[config.mk]
export PLATFORM = sky130hd
export DESIGN_NAME = text_line_buffer_flat
export DESIGN_NICKNAME = d
export VERILOG_FILES = /design/src/rtl/text_line_buffer_if.sv /design/src/rtl/text_line_buffer.sv /design/src/flat_wrapper.sv
export SDC_FILE = /design/constraint.sdc
export NUM_CORES = 1
export LEC_CHECK = 0
export BUFFER_PORTS_ARGS = -buffer_cell sky130_fd_sc_hd__clkbuf_2
export CELL_PAD_IN_SITES_DETAIL_PLACEMENT = 1
export CELL_PAD_IN_SITES_GLOBAL_PLACEMENT = 2
export CORE_ASPECT_RATIO = 0.6
export CORE_MARGIN = 8
export CORE_UTILIZATION = 44
export CTS_CLUSTER_DIAMETER = 150
export DETAILED_ROUTE_END_ITERATION = 8
export GPL_TIMING_DRIVEN = 1
export PLACE_DENSITY_LB_ADDON = 0.1
export SYNTH_ARGS = -nofsm -noshare
export SYNTH_HDL_FRONTEND = slang
export SYNTH_SLANG_ARGS = --single-unit
[constraint.sdc]
create_clock -name clk -period 4.52 [get_ports clk]
set_clock_uncertainty 0.1 [all_clocks]
set_input_delay 0.904 -clock clk [delete_from_list [all_inputs] [get_ports clk]]
set_output_delay 0.904 -clock clk [all_outputs]
set_load 0.01 [all_outputs]
[src/rtl/text_line_buffer_if.sv]
// Byte-stream handshake between a character source and the text line buffer.
interface text_line_buffer_if;
  logic       wr_valid;
  logic [7:0] wr_data;
  logic       wr_ready;

  modport master (
    output wr_valid,
    output wr_data,
    input  wr_ready
  );

  modport slave (
    input  wr_valid,
    input  wr_data,
    output wr_ready
  );
endinterface

[src/rtl/text_line_buffer.sv]
// One editable line of ASCII text with a blinking cursor, read out combinationally
// as a glyph-ROM address for the pixel currently being drawn.
module text_line_buffer #(
  parameter int unsigned NUM_COLS     = 17,
  parameter int unsigned X_START      = 0,
  parameter int unsigned Y_START      = 192,
  parameter int unsigned CHAR_W       = 16,
  parameter int unsigned CHAR_H       = 16,
  parameter int unsigned BLINK_FRAMES = 30
) (
  input  logic                              clk,
  input  logic                              reset,
  input  logic [9:0]                        x,
  input  logic [9:0]                        y,
  text_line_buffer_if.slave                 wr,
  output logic [6:0]                        char_addr,
  output logic [$clog2(NUM_COLS+1)-1:0]     cursor_col,
  output logic                              overflow
);

  localparam int unsigned CW  = $clog2(NUM_COLS + 1);
  localparam int unsigned FW  = (BLINK_FRAMES > 1) ? $clog2(BLINK_FRAMES) : 1;
  localparam int unsigned ShW = $clog2(CHAR_W);
  localparam logic [CW-1:0] LastCol   = CW'(NUM_COLS - 1);
  localparam logic [CW-1:0] FullCol   = CW'(NUM_COLS);
  localparam logic [FW-1:0] LastFrame = FW'(BLINK_FRAMES - 1);
  localparam int unsigned WinW = NUM_COLS * CHAR_W;

  typedef enum logic [0:0] {StClear, StIdle} state_e;

  state_e        state_q, state_d;
  logic [CW-1:0] clr_idx_q, clr_idx_d;
  logic [CW-1:0] cursor_q, cursor_d;
  logic          overflow_q, overflow_d;
  logic          blink_q, blink_d;
  logic [FW-1:0] frame_q, frame_d;
  logic          origin_q;

  logic [6:0]    mem_q [NUM_COLS];
  logic          mem_we;
  logic [CW-1:0] mem_waddr;
  logic [6:0]    mem_wdata;

  logic          wr_ready;
  logic          at_origin;
  logic          tick;

  // Control FSM: clear sweep, then byte interpretation on each transfer
  always_comb begin
    state_d    = state_q;
    clr_idx_d  = clr_idx_q;
    cursor_d   = cursor_q;
    overflow_d = 1'b0;
    mem_we     = 1'b0;
    mem_waddr  = '0;
    mem_wdata  = 7'h20;
    wr_ready   = 1'b0;
    unique case (state_q)
      StClear: begin
        mem_we    = 1'b1;
        mem_waddr = clr_idx_q;
        if (clr_idx_q == LastCol) begin
          clr_idx_d = '0;
          state_d   = StIdle;
        end else begin
          clr_idx_d = clr_idx_q + CW'(1);
        end
      end
      StIdle: begin
        wr_ready = 1'b1;
        if (wr.wr_valid) begin
          if (wr.wr_data >= 8'h20 && wr.wr_data <= 8'h7E) begin
            if (cursor_q < FullCol) begin
              mem_we    = 1'b1;
              mem_waddr = cursor_q;
              mem_wdata = wr.wr_data[6:0];
              cursor_d  = cursor_q + CW'(1);
            end else begin
              overflow_d = 1'b1;
            end
          end else begin
            case (wr.wr_data)
              8'h08: begin
                if (cursor_q != '0) begin
                  cursor_d  = cursor_q - CW'(1);
                  mem_we    = 1'b1;
                  mem_waddr = cursor_q - CW'(1);
                end
              end
              8'h0D: cursor_d = '0;
              8'h0C: begin
                cursor_d  = '0;
                clr_idx_d = '0;
                state_d   = StClear;
              end
              default: ;  // control bytes we do not interpret are swallowed
            endcase
          end
        end
      end
      default: state_d = StClear;
    endcase
  end

  // Frame tick on the rising edge of the (0,0) pixel; blink phase flips every BLINK_FRAMES ticks
  always_comb begin
    at_origin = (x == 10'd0) && (y == 10'd0);
    tick      = at_origin & ~origin_q;
    frame_d   = frame_q;
    blink_d   = blink_q;
    if (tick) begin
      if (frame_q == LastFrame) begin
        frame_d = '0;
        blink_d = ~blink_q;
      end else begin
        frame_d = frame_q + FW'(1);
      end
    end
  end

  // Control and blink state registers
  always_ff @(posedge clk or negedge reset) begin
    if (!reset) begin
      state_q    <= StClear;
      clr_idx_q  <= '0;
      cursor_q   <= '0;
      overflow_q <= 1'b0;
      blink_q    <= 1'b0;
      frame_q    <= '0;
      origin_q   <= 1'b0;
    end else begin
      state_q    <= state_d;
      clr_idx_q  <= clr_idx_d;
      cursor_q   <= cursor_d;
      overflow_q <= overflow_d;
      blink_q    <= blink_d;
      frame_q    <= frame_d;
      origin_q   <= at_origin;
    end
  end

  // Character storage; contents are defined only by the clear sweep
  always_ff @(posedge clk) begin
    if (mem_we) begin
      mem_q[mem_waddr] <= mem_wdata;
    end
  end

  // Zero-latency read path; offsets wrap huge when left/above the window
  logic [31:0]   x_off, y_off;
  logic [CW-1:0] col_idx;
  logic          in_win;
  always_comb begin
    x_off   = {22'd0, x} - X_START;
    y_off   = {22'd0, y} - Y_START;
    in_win  = (x_off < WinW) && (y_off < CHAR_H);
    col_idx = CW'(x_off >> ShW);
    if (!in_win) begin
      char_addr = 7'h20;
    end else if (col_idx == cursor_q && cursor_q < FullCol && blink_q) begin
      char_addr = 7'h5F;
    end else begin
      char_addr = mem_q[col_idx];
    end
  end

  assign wr.wr_ready = wr_ready;
  assign cursor_col  = cursor_q;
  assign overflow    = overflow_q;

endmodule

[src/flat_wrapper.sv]
// flat-port wrapper written by rule: the top's interface ports become plain ports
module text_line_buffer_flat 
#(
  parameter int unsigned NUM_COLS     = 17,
  parameter int unsigned X_START      = 0,
  parameter int unsigned Y_START      = 192,
  parameter int unsigned CHAR_W       = 16,
  parameter int unsigned CHAR_H       = 16,
  parameter int unsigned BLINK_FRAMES = 30
)
  (clk, reset, x, y, char_addr, cursor_col, overflow, wr_wr_valid, wr_wr_data, wr_wr_ready);
  text_line_buffer_if wr_i ();
  input  logic clk;
  input  logic reset;
  input  logic [9:0] x;
  input  logic [9:0] y;
  output logic [6:0] char_addr;
  output logic [$clog2(NUM_COLS+1)-1:0] cursor_col;
  output logic overflow;
  input wire logic [$bits(wr_i.wr_valid)-1:0] wr_wr_valid;
  input wire logic [$bits(wr_i.wr_data)-1:0] wr_wr_data;
  output wire logic [$bits(wr_i.wr_ready)-1:0] wr_wr_ready;
  assign wr_i.wr_valid = wr_wr_valid;
  assign wr_i.wr_data = wr_wr_data;
  assign wr_wr_ready = wr_i.wr_ready;
  text_line_buffer #(.NUM_COLS(NUM_COLS), .X_START(X_START), .Y_START(Y_START), .CHAR_W(CHAR_W), .CHAR_H(CHAR_H), .BLINK_FRAMES(BLINK_FRAMES)) u_core (.clk(clk), .reset(reset), .x(x), .y(y), .wr(wr_i), .char_addr(char_addr), .cursor_col(cursor_col), .overflow(overflow));
endmodule
== After elaboration in Yosys (flattened, before gate mapping) ==
Memory sizes are Yosys's and may differ from the RTL's.
Index checks and enable logic that the tools add are counted.
Widths: inputs -> output; s select.
Word-level totals
  ROM bits: 0
  output and inout port bits: 14
  bits in latches: 0
  input bits: 31
  memories kept: 1
  word-level logic and storage cells: 86
  RAM bits: 119
  register bits after elaboration: 19
Cells by class
  shift-type cells: 0
  div/mod/pow operators: 0
  bitwise operators: 4
  add/sub/neg operators: 5
  $lt $le $gt $ge: 5
  multiplexer cells: 40
  equality and inequality tests: 11
  multipliers: 0
  reduce and logical (&&, ||, !) cells: 13
Memory list
  u_core.mem_q: depth 17, width 7, read ports 1, clocked after memory_dff 0, write ports 1, RTL line text_line_buffer.sv:39  | logic [6:0] mem_q [NUM_COLS];
Operators by type and width (number)
  $mux 5: 13
  $mux 7: 6
  $lt 32x5->1 const B: 1
  $pmux 5 s2: 3
  $eq 8x4->1 const B: 3
  $logic_not 10->1: 2
  $mux 1: 16
  $add 5x1->5 const B: 3
  $sub 10x8->11 const B: 1
  $eq 5x5->1 const B: 2
  $lt 10x9->1 const B: 1
  $ge 8x6->1 const B: 1
  $le 8x7->1 const B: 1
  $ne 2x2->1 const B: 4
  $eq 5x5->1: 1
  $logic_and 1x1->1: 5
  $lt 5x5->1 const B: 1
  $reduce_and 5->1: 1
  $reduce_bool 5->1: 1
  $sub 5x1->5 const B: 1
  $pmux 1 s2: 2
  $ne 3x1->1 const B: 1
  $not 1->1: 3
  $reduce_and 3->1: 1
  other kinds (4): 4

== Depth between registers and ports, before layout ==
Gate-level depths: netlist of run 1.
  depth after elaboration: 8
  gate-level depth with buffers: 9

== Worst setup path after synthesis of run 1 ==
No wires, ideal clock.
  kind: in2out
  start: input port x[4]
  end: output port char_addr[1]
  cell stages on the path: 6
  arrival: 2.774 ns
  required time: 3.516 ns
  path slack: 0.742 ns
  path through: buf_1 buf_2 mux4_2 a22oi_1 nand2_1 o221a_2
Between the ends
  cells in the longest elaborated chain, start to end: 5
  elaborated cells on any way between the ends: 8
  classes of those cells: order compare (1); eq/ne (1); mux (2); reduce/logical (3); memory (1)
Ends and longest elaborated chain
  start: declaration: RTL line flat_wrapper.sv:15  | input logic [9:0] x;
  branches (longest 4 deep; another with $lt 10x9->1)
  $mux 7 *: RTL line text_line_buffer.sv:158  | if (!in_win) begin
  end: declaration: RTL line flat_wrapper.sv:17  | output logic [6:0] char_addr;
Every way passes the cells marked *.

== Final worst setup path of run 1 ==
Same ends and word-level chain as after synthesis.

==> results of run 1 <==
-- sequential cells by signal (all words and copies together) (netlist names) --
register / flops
u_core.frame_q: 5
u_core.cursor_col: 5
u_core.overflow: 1
u_core.blink_q: 1
u_core.origin_q: 1
u_core.clr_idx_q: 5
u_core.mem_q: 119
u_core.state_q: 1
-- stage by stage --
stage                     cell area [µm²]    util  power, µW  worst slack, ns
after floorplan                      6294       -       1974           0.7422
after global placement               6893  0.4837       2201           0.5957
after detailed placement             6893  0.4837       2218           0.5876
after CTS                            7446  0.5225       3528           0.5000
after global routing                 7446  0.5225       3653           0.3908
final                                7446  0.5225       3508           0.5217
-- cell families after synthesis --
logic type / count (synthesis) / share of synthesized area
AO/OA/AOI/OAI: 80 / 0.09722
XOR/XNOR: 8 / 0.01113
adder cells (fa/ha/maj): 6 / 0.01193
buffers and inverters: 30 / 0.01869
flip-flops: 138 / 0.6433
multiplexers: 32 / 0.1070
AND/OR/NAND/NOR: 123 / 0.1107
-- layer usage --
metal | share of wire | global-route usage
met3 | 0.076 | 0.07267
met4 | 0.0038 | 0.03489
met2 | 0.42 | 0.2787
met1 | 0.50 | 0.2873
met5 | 0 | 0
-- cell usage after synthesis, types with 5 or more instances --
master	count	area (µm²)
edfxtp_1	119	3573
mux4_2	28	630.6
nand2_1	20	75.07
nor3_1	20	100.1
dfrtp_1	19	475.5
nor2_1	19	71.32
clkbuf_1	17	63.81
a22oi_1	16	120.1
a21oi_1	11	55.05
nand3_1	10	50.05
inv_1	9	33.78
and3_1	8	50.05
nor4_1	8	50.05
o221a_2	8	90.09
o21ai_0	7	35.03
a31oi_1	6	37.54
ha_1	6	75.07
or4_1	5	37.54
-- power by group through the flow --
stage | clock network, µW | logic, µW | registers [µW]
5_1_grt | 1380 | 649 | 1630
6_report | 1310 | 593 | 1610
3_3_place_gp | 0 | 573 | 1630
2_1_floorplan | 0 | 408 | 1570
3_5_place_dp | 0 | 583 | 1640
4_1_cts | 1330 | 590 | 1610
-- critical path, cell delays in order --
cell and delay (ns):
clkbuf_2 0.47, buf_4 0.24, mux4_2 0.57, a22oi_1 0.24, nand2_1 0.15, o221a_2 0.26, clkbuf_2 0.13
-- final cells by class --
class                      count  area (µm²)
multi-input combinational    249        2127
tap                          198       247.7
inverter                       9       33.78
clock inverter                14       123.9
timing repair buffer          71       435.4
sequential                   138        4049
clock buffer                  18       429.2
fill                        1394        6805
-- worst paths after layout --
path | start | end | slack, ns | cells past startpoint
min reg2reg | u_core.frame_q[3]$_DFFE_PN0P_ | u_core.frame_q[3]$_DFFE_PN0P_ | 0.40 | 1
max reg2reg | u_core.cursor_col[0]$_DFFE_PN0P_ | u_core.mem_q[8][3]$_DFFE_PP_ | 0.89 | 8
max in group asynchronous | reset | u_core.cursor_col[3]$_DFFE_PN0P_ | 3.57 | 1
min | reset | u_core.clr_idx_q[4]$_DFFE_PN0P_ | 0.36 | 1
min in group clk | u_core.frame_q[3]$_DFFE_PN0P_ | u_core.frame_q[3]$_DFFE_PN0P_ | 0.40 | 1
max | x[4] | char_addr[1] | 0.52 | 7
==> metrics.txt, run 1 <==
async set-reset flop share out of synthesis 0.1377; Final setup viols 0; hold_buf cts 0; total die area 18510 µm²; worst-path fanout max 17; H-tree levels 4; Reg clk slew, reported paths 0.07 ns; Ys Warns 0; GRT Total Usage 0.1967; drt drc 0; Port Buffers 44; Slew @ Worst Pin 0.8203 ns; Inserted Clock Buffers 17; DR iter-0 viols 347; Yosys cell types 61; routed wire length per instance 24.90 µm; Mean Syn Cell Area 15.09 µm²; net switching fraction of the power 0.3059; Core ar. 14250 µm²; clock share of power 0.372; Power Density 471.1 nW/µm²; Sink Count 138; Synth Flop Type edfxtp_1; commonest non-fill, non-tap cell in the layout edfxtp_1; cell leakage power 0.002655 µW; Vias 4149; sequential fraction of the synthesis area 0.6433; status finished, final reports clean; post-route minimum period 3.998 ns; synthesized area 6294 µm²; slew margin rel. 0.4531; fin nets 523; final WL 17360 µm; clk root buf clkbuf_16; vias in the first global route 4348; Hold Vio Cnt, Final 0; area delta synth->final 18.31%; hpwl dp 12230 µm; layout cell share with drive strength beyond 1 0.3026; period utilization 0.8846; endpoint type of the worst setup path output pin; max cap viols 0; CP Data Arrival Time 2.99 ns; GRT overflow 0; Vias/cell 5.953; first-pass GRT wire length 26680 µm; Synth Register Bits 138; f_max 250.1 MHz; combinational share of power 0.169; TritonCTS clock tree done; post-CTS setup buffers 0; DRT antenna net count 0; first-pass iteration count of the detailed router 5; RSZ-0062 raised after global routing false; # resized after CTS 0; maximum clock path buffer count 2; chip height 108.6 µm; worst vdd ir 0.2426 mV; cell total after placement 665; largest net degree at the start of global routing 25; Die Width 170.4 µm; gp weighted congestion 0.7846; Net Sw Power 1073 µW; number of enable flip-flop cells after synthesis 119; Worst Path Required 3.52 ns; crit start category input port; cell-internal power 2435 µW; kind of critical path in2out; # rows 34; cell count after synthesis 417; Seq pwr share 0.459; Worst Hold Slack 0.3609 ns; initial core utilization 0.4416; Hold Crit Class in2async; Mapped Nets 454; # diodes 0; Final TNS setup 0 ns; final std cells w/o fill 697; most frequent cells in the layout edfxtp_1 (119), clkbuf_2 (44), mux4_2 (28), buf_4 (26); initial antenna violation count 0; clock latency on the worst-skew pair 0.42 ns; Slew Viols, Final 0; IO Pins 45
(Power assumes the default switching activity.)
==> run 2, diff against run 1 <==
--- a/config.mk
+++ b/config.mk
@@ -8,13 +8,14 @@
 export BUFFER_PORTS_ARGS = -buffer_cell sky130_fd_sc_hd__clkbuf_2
 export CELL_PAD_IN_SITES_DETAIL_PLACEMENT = 1
 export CELL_PAD_IN_SITES_GLOBAL_PLACEMENT = 2
-export CORE_ASPECT_RATIO = 0.6
+export CORE_ASPECT_RATIO = 0.7
 export CORE_MARGIN = 8
-export CORE_UTILIZATION = 44
+export CORE_UTILIZATION = 47
 export CTS_CLUSTER_DIAMETER = 150
 export DETAILED_ROUTE_END_ITERATION = 8
 export GPL_TIMING_DRIVEN = 1
 export PLACE_DENSITY_LB_ADDON = 0.1
+export SKIP_LAST_GASP = 1
 export SYNTH_ARGS = -nofsm -noshare
 export SYNTH_HDL_FRONTEND = slang
 export SYNTH_SLANG_ARGS = --single-unit
==> constraint.sdc (replaced) <==
create_clock -name clk -period 4.7 [get_ports clk]
set_clock_uncertainty 0.1 [all_clocks]
set_input_delay 0.94 -clock clk [delete_from_list [all_inputs] [get_ports clk]]
set_output_delay 0.94 -clock clk [all_outputs]
set_load 0.01 [all_outputs]
==> run 2 against run 1 <==
Net effect: setup slack better by 0.30 ns; routed wire length is 3.5% lower; sequential share of layout area is 0.30 points higher; core utilization is 4.1 points higher; die area is 6.0% lower; first-iteration DRC count is 6.9% higher; register-to-register slack better by 0.25 ns; cell count is 5.3% lower; clock power hardly changed; largest cell class unchanged.
==> metrics.txt, run 2 (synthesis gave the netlist of run 1 again) <==
CP cell instances clkbuf_2, buf_4, mux4_2, a22oi_1, nand2_1, o221a_2, clkbuf_2; commonest non-fill, non-tap cell in the layout edfxtp_1; Final TNS setup 0 ns (unchanged); most used cell, CP clkbuf_2; status finished, final reports clean; slowest stage delay, CP 0.46 ns (-0.11 ns); most frequent cells in the layout edfxtp_1 (119), clkbuf_2 (44), mux4_2 (28), buf_4 (21); vias in the first global route 4324 (-0.55%); Hold Crit Class in2async; Inserted Clock Buffers 17 (unchanged); WP buf/inv 3 (unchanged); hpwl dp 11600 µm (-5.2%); Reg clk slew, reported paths 0.07 ns (about the same); Power Density 465.2 nW/µm² (-1.3%); Die Width 154.3 µm (-9.4%); hold_buf cts 0 (unchanged); period utilization 0.8247; post-CTS setup buffers 0 (unchanged); layout cell share with drive strength beyond 1 0.2935 (-0.009083); GRT Total Usage 0.2002 (+0.003503); TritonCTS clock tree done; # diodes 0 (unchanged); Slowest-stage cell, CP clkbuf_2; RSZ-0062 raised after global routing false; Fillers 1280 (-8.2%); reg2reg setup slack 1.14 ns (+0.25 ns); Port Buffers 44 (unchanged); chip height 112.8 µm (+3.8%); max reg flops 119 (unchanged); routed wire length per instance 25.39 µm (+2.0%); worst vdd ir 0.3089 mV (+27%); Top delay family on crit path buffers and inverters; kind of critical path in2out; post-route minimum period 3.876 ns; final WL 16760 µm (-3.5%); Worst Path Required 3.66 ns (+0.14 ns); Slew @ Worst Pin 0.8206 ns (+0.0003551 ns); clock latency on the worst-skew pair 0.43 ns (about the same); IO Pins 45 (unchanged); Hold Vio Cnt, Final 0 (unchanged); CP startpoint x[5]; max cap viols 0 (unchanged); Sink Count 138 (unchanged); area delta synth->final 17.65%; H-tree levels 4 (unchanged); first-pass GRT wire length 26080 µm (-2.2%); worst-path fanout max 20 (+3); Most flops, register u_core.mem_q; worst r2r path cells 7 (-1); DRT antenna net count 0 (unchanged); CP Capture Point char_addr[0]; worst r2r src u_core.cursor_col[0]$_DFFE_PN0P_; CP Depth 7 (unchanged); slew margin rel. 0.4509 (-0.002258); R2R Path End u_core.mem_q[1][5]$_DFFE_PP_; endpoint type of the worst setup path output pin; DR iter-0 viols 371 (+6.9%); gp weighted congestion 0.8208 (+4.6%); Slew Viols, Final 0 (unchanged); CP Data Arrival Time 2.84 ns (-0.15 ns); crit start category input port; cell leakage power 0.002650 µW (-0.19%); Core ar. 13140 µm² (-7.8%); first-pass iteration count of the detailed router 5 (unchanged); clk root buf clkbuf_16; # rows 35 (+2.9%); GRT overflow 0 (unchanged); f_max 258.0 MHz; largest net degree at the start of global routing 21 (-16%); initial core utilization 0.4790 (+0.03743); Vias/cell 6.359 (+6.8%); PnR Total Power 3444 µW (-1.8%); # resized after CTS 0 (unchanged); Vias 4197 (+1.2%); total die area 17410 µm² (-6.0%); Final setup viols 0 (unchanged); drt drc 0 (unchanged); fin nets 518 (-0.96%); maximum clock path buffer count 2 (unchanged); initial antenna violation count 0 (unchanged)
-- run 2: cell count changes in the layout (fill, tap and decap cells not counted) --
cell,before,now
buf_4,26,21
bufinv_16,0,2
clkinv_4,3,4
clkbuf_1,1,0
inv_8,2,1
clkinv_1,0,2
clkinvlp_4,3,2
inv_6,6,4
-- run 2: stage by stage --
| step | setup WS [ns] | hold slack [ns] | utilization | std cells | instance area, µm² |
|---|---|---|---|---|---|
| floorplan | 0.8502 | 0.3442 | - | 417 | 6294 |
| global placement | 0.8456 | 0.3674 | 0.5188 | 628 | 6815 |
| detailed placement | 0.8180 | 0.3796 | 0.5188 | 628 | 6815 |
| CTS | 0.7994 | 0.3923 | 0.5636 | 660 | 7405 |
| global route | 0.7036 | 0.4137 | 0.5636 | 660 | 7405 |
| finish | 0.8237 | 0.3812 | 0.5636 | 660 | 7405 |
-- run 2: area by class of cell --
type,instances,area [µm²],share of cell area
Multi-Input combinational cell,249,2127,0.2873
Timing Repair Buffer,66,397.9,0.05373
Inverter,9,33.78,0.004562
Tap cell,166,207.7,0.02805
Sequential cell,138,4049,0.5468
Clock buffer,17,425.4,0.05745
Clock inverter,15,163.9,0.02214
-- run 2: metal layers --
layer | track usage | vias to the layer above | part of all wire
met5 | 0 | - | 0
met4 | 0.06376 | 0 | 0.012
met1 | 0.2910 | 2191 | 0.48
li1 | - | 1838 | -
met2 | 0.2900 | 153 | 0.44
met3 | 0.04836 | 15 | 0.069
-- run 2: where the power goes --
group / switching, µW / leakage, µW / internal [µW] / total [µW]
Combinational: 348 / 0.00103 / 215 / 563
Clock: 544 / 0.000282 / 790 / 1330
Sequential: 117 / 0.00134 / 1430 / 1550
Total: 1010 / 0.00265 / 2440 / 3440
-- run 2: worst min path at each step --
stage | to | startpoint | slack (ns)
after floorplan | u_core.blink_q$_DFFE_PN0P_ | u_core.blink_q$_DFFE_PN0P_ | 0.34
after global placement | u_core.frame_q[3]$_DFFE_PN0P_ | u_core.frame_q[3]$_DFFE_PN0P_ | 0.37
after detailed placement | u_core.frame_q[3]$_DFFE_PN0P_ | u_core.frame_q[3]$_DFFE_PN0P_ | 0.38
after CTS | u_core.clr_idx_q[1]$_DFFE_PN0P_ | reset | 0.39
after global routing | u_core.clr_idx_q[1]$_DFFE_PN0P_ | reset | 0.41
final | u_core.clr_idx_q[1]$_DFFE_PN0P_ | reset | 0.38
==> run 3, diff against run 2 <==
--- a/config.mk
+++ b/config.mk
@@ -10,7 +10,7 @@
 export CELL_PAD_IN_SITES_GLOBAL_PLACEMENT = 2
 export CORE_ASPECT_RATIO = 0.7
 export CORE_MARGIN = 8
-export CORE_UTILIZATION = 47
+export CORE_UTILIZATION = 44
 export CTS_CLUSTER_DIAMETER = 150
 export DETAILED_ROUTE_END_ITERATION = 8
 export GPL_TIMING_DRIVEN = 1
==> constraint.sdc (replaced) <==
create_clock -name clk -period 3.8 [get_ports clk]
set_clock_uncertainty 0.1 [all_clocks]
set_input_delay 0.76 -clock clk [delete_from_list [all_inputs] [get_ports clk]]
set_output_delay 0.76 -clock clk [all_outputs]
set_load 0.01 [all_outputs]
==> run 3 against run 2 <==
Net effect: design area is 1.6% higher; critical path type is now reg2out; flip-flop and latch count stayed put; critical path depth is 1 lower.
==> metrics.txt, run 3 (synthesis gave the netlist of run 1 again) <==
status finished, final reports clean; Inserted Clock Buffers 17 (unchanged); # resized after CTS 0 (unchanged); initial core utilization 0.4507 (-0.02833); crit start category register; net switching fraction of the power 0.2887 (-0.004370); R2R Path End u_core.mem_q[8][3]$_DFFE_PP_; CP Data Arrival Time 2.87 ns (+0.03 ns); worst r2r path cells 8 (+1); GRT Total Usage 0.2008 (+0.0006637); RSZ-0062 raised after global routing false; Core ar. 13960 µm² (+6.3%); final core utilization 0.5388 (-0.02482); Power Density 580.1 nW/µm² (+25%); max reg flops 119 (unchanged); Net Sw Power 1260 µW (+25%); Reg clk slew, reported paths 0.06 ns (about the same); Slowest-stage cell, CP o21ai_1; DRT antenna net count 0 (unchanged); Hold Vio Cnt, Final 0 (unchanged); Worst Path Required 2.94 ns (-0.72 ns); f_max 268.2 MHz; area delta synth->final 19.54%; # rows 36 (+2.9%); cell-internal power 3105 µW (+27%); Hold Crit Class in2async; area occupied by multi-input gates 2127 µm² (unchanged); GRT busiest layer met2; commonest non-fill, non-tap cell in the layout edfxtp_1; GR met2 Demand/Resource 0.2900 (about the same); hold_buf cts 0 (unchanged); first-pass iteration count of the detailed router 5 (unchanged); cell leakage power 0.002699 µW (+1.8%); clock share of power 0.388 (about the same); reg2reg setup slack 0.56 ns (-0.58 ns); endpoint type of the worst setup path output pin; PnR Total Power 4364 µW (+27%); Slew @ Worst Pin 0.8414 ns (+0.02073 ns); DP Area 6925 µm² (+1.6%); Fillers 1371 (+7.1%); post-route minimum period 3.728 ns; clk root buf clkbuf_16; post-CTS setup buffers 0 (unchanged); Seq pwr share 0.428 (-0.021); max cap viols 0 (unchanged); Final TNS setup 0 ns (unchanged); fin nets 527 (+1.7%); combinational share of power 0.184 (+0.021); Most flops, register u_core.mem_q; IO Pins 45 (unchanged); most frequent cells in the layout edfxtp_1 (119), clkbuf_2 (44), buf_4 (29), mux4_2 (28); Reg area 4049 µm² (unchanged); Port Buffers 44 (unchanged); final WL 17510 µm (+4.5%); slowest stage delay, CP 0.60 ns (+0.14 ns); maximum clock path buffer count 2 (unchanged); GRT overflow 0 (unchanged); Vias 4225 (+0.67%); CP cell instances buf_4, or3_1, or3_1, o21ai_1, o221a_2, clkbuf_2; # diodes 0 (unchanged); Slew Viols, Final 0 (unchanged); first-pass GRT wire length 27420 µm (+5.1%); DR iter-0 viols 406 (+9.4%); Final Cell Area 7523 µm² (+1.6%); drt drc 0 (unchanged); H-tree levels 4 (unchanged); initial antenna violation count 0 (unchanged); slew margin rel. 0.4391 (-0.01180); layout cell share with drive strength beyond 1 0.3062 (+0.01264); chip height 116.1 µm (+2.9%); Sink Count 138 (unchanged); clock latency on the worst-skew pair 0.43 ns (about the same); M1 GR Usage 0.2898 (-0.001266); vias in the first global route 4351 (+0.62%); most used cell, CP or3_1; largest net degree at the start of global routing 23 (+9.5%); period utilization 0.9811; hpwl dp 12390 µm (+6.8%); kind of critical path reg2out; worst-path fanout max 11 (-45%); routed wire length per instance 25.26 µm (-0.50%); gp weighted congestion 0.8775 (+6.9%); Final setup viols 0 (unchanged); met3 global-route usage 0.05429 (+0.005931); worst r2r src u_core.cursor_col[0]$_DFFE_PN0P_; Vias/cell 6.097 (-4.1%); worst vdd ir 0.3097 mV (+0.26%); Die Width 158.9 µm (+3.0%); total die area 18450 µm² (+6.0%); TritonCTS clock tree done
## run 3: cell types whose count changed in the layout (fill, tap and decap cells not counted)
cell / delta
clkinvlp_4: +2
clkinv_1: -1
clkbuf_1: +1
buf_12: +1
buf_4: +8
inv_8: -1
clkinv_2: +2
clkinv_4: -4
bufinv_16: +1
## run 3: how the worst max path moves through the flow
stage,from,to
floorplan,u_core.cursor_col[0]$_DFFE_PN0P_,u_core.mem_q[8][0]$_DFFE_PP_
global placement,wr_wr_data[7],u_core.mem_q[12][0]$_DFFE_PP_
detailed placement,wr_wr_data[7],u_core.mem_q[8][5]$_DFFE_PP_
CTS,u_core.cursor_col[1]$_DFFE_PN0P_,char_addr[1]
global route,u_core.cursor_col[1]$_DFFE_PN0P_,char_addr[1]
finish,u_core.cursor_col[1]$_DFFE_PN0P_,char_addr[1]
## run 3: metal layers
layer / part of all wire / routed length (µm)
met5: 0 / 0
met3: 0.072 / 1264
met4: 0.0099 / 174
met1: 0.48 / 8455
met2: 0.43 / 7610
## run 3: through the flow
stage	std cells	hold slack (ns)	worst slack, ns
after floorplan	417	0.3442	0.1721
after global placement	661	0.3655	0.3234
after detailed placement	661	0.3631	0.2346
after CTS	693	0.2223	0.06680
after global routing	693	0.2708	0.008725
final	693	0.2242	0.07163
## run 3: area by class of cell
| class | instances | area share |
|---|---|---|
| Sequential cell | 138 | 0.5382 |
| Multi-Input combinational cell | 249 | 0.2827 |
| Timing Repair Buffer | 75 | 0.06353 |
| Clock buffer | 18 | 0.05704 |
| Tap cell | 190 | 0.03160 |
| Clock inverter | 14 | 0.02245 |
| Inverter | 9 | 0.004490 |
## run 3: worst max-delay path: cells and delay by family (launching register included)
kind / cells / cell delay (ns)
buf+inv: 2 / 0.34
simple gates: 2 / 0.78
flops: 1 / 0.39
compound gates: 2 / 0.93
## run 3: power groups by stage
| stage | clock network (µW) | logic [µW] | registers [µW] |
|---|---|---|---|
| floorplan | 0 | 485 | 1860 |
| global route | 1770 | 874 | 1880 |
| global placement | 0 | 768 | 1890 |
| CTS | 1720 | 799 | 1870 |
| detailed placement | 0 | 792 | 1900 |
| finish | 1690 | 803 | 1870 |
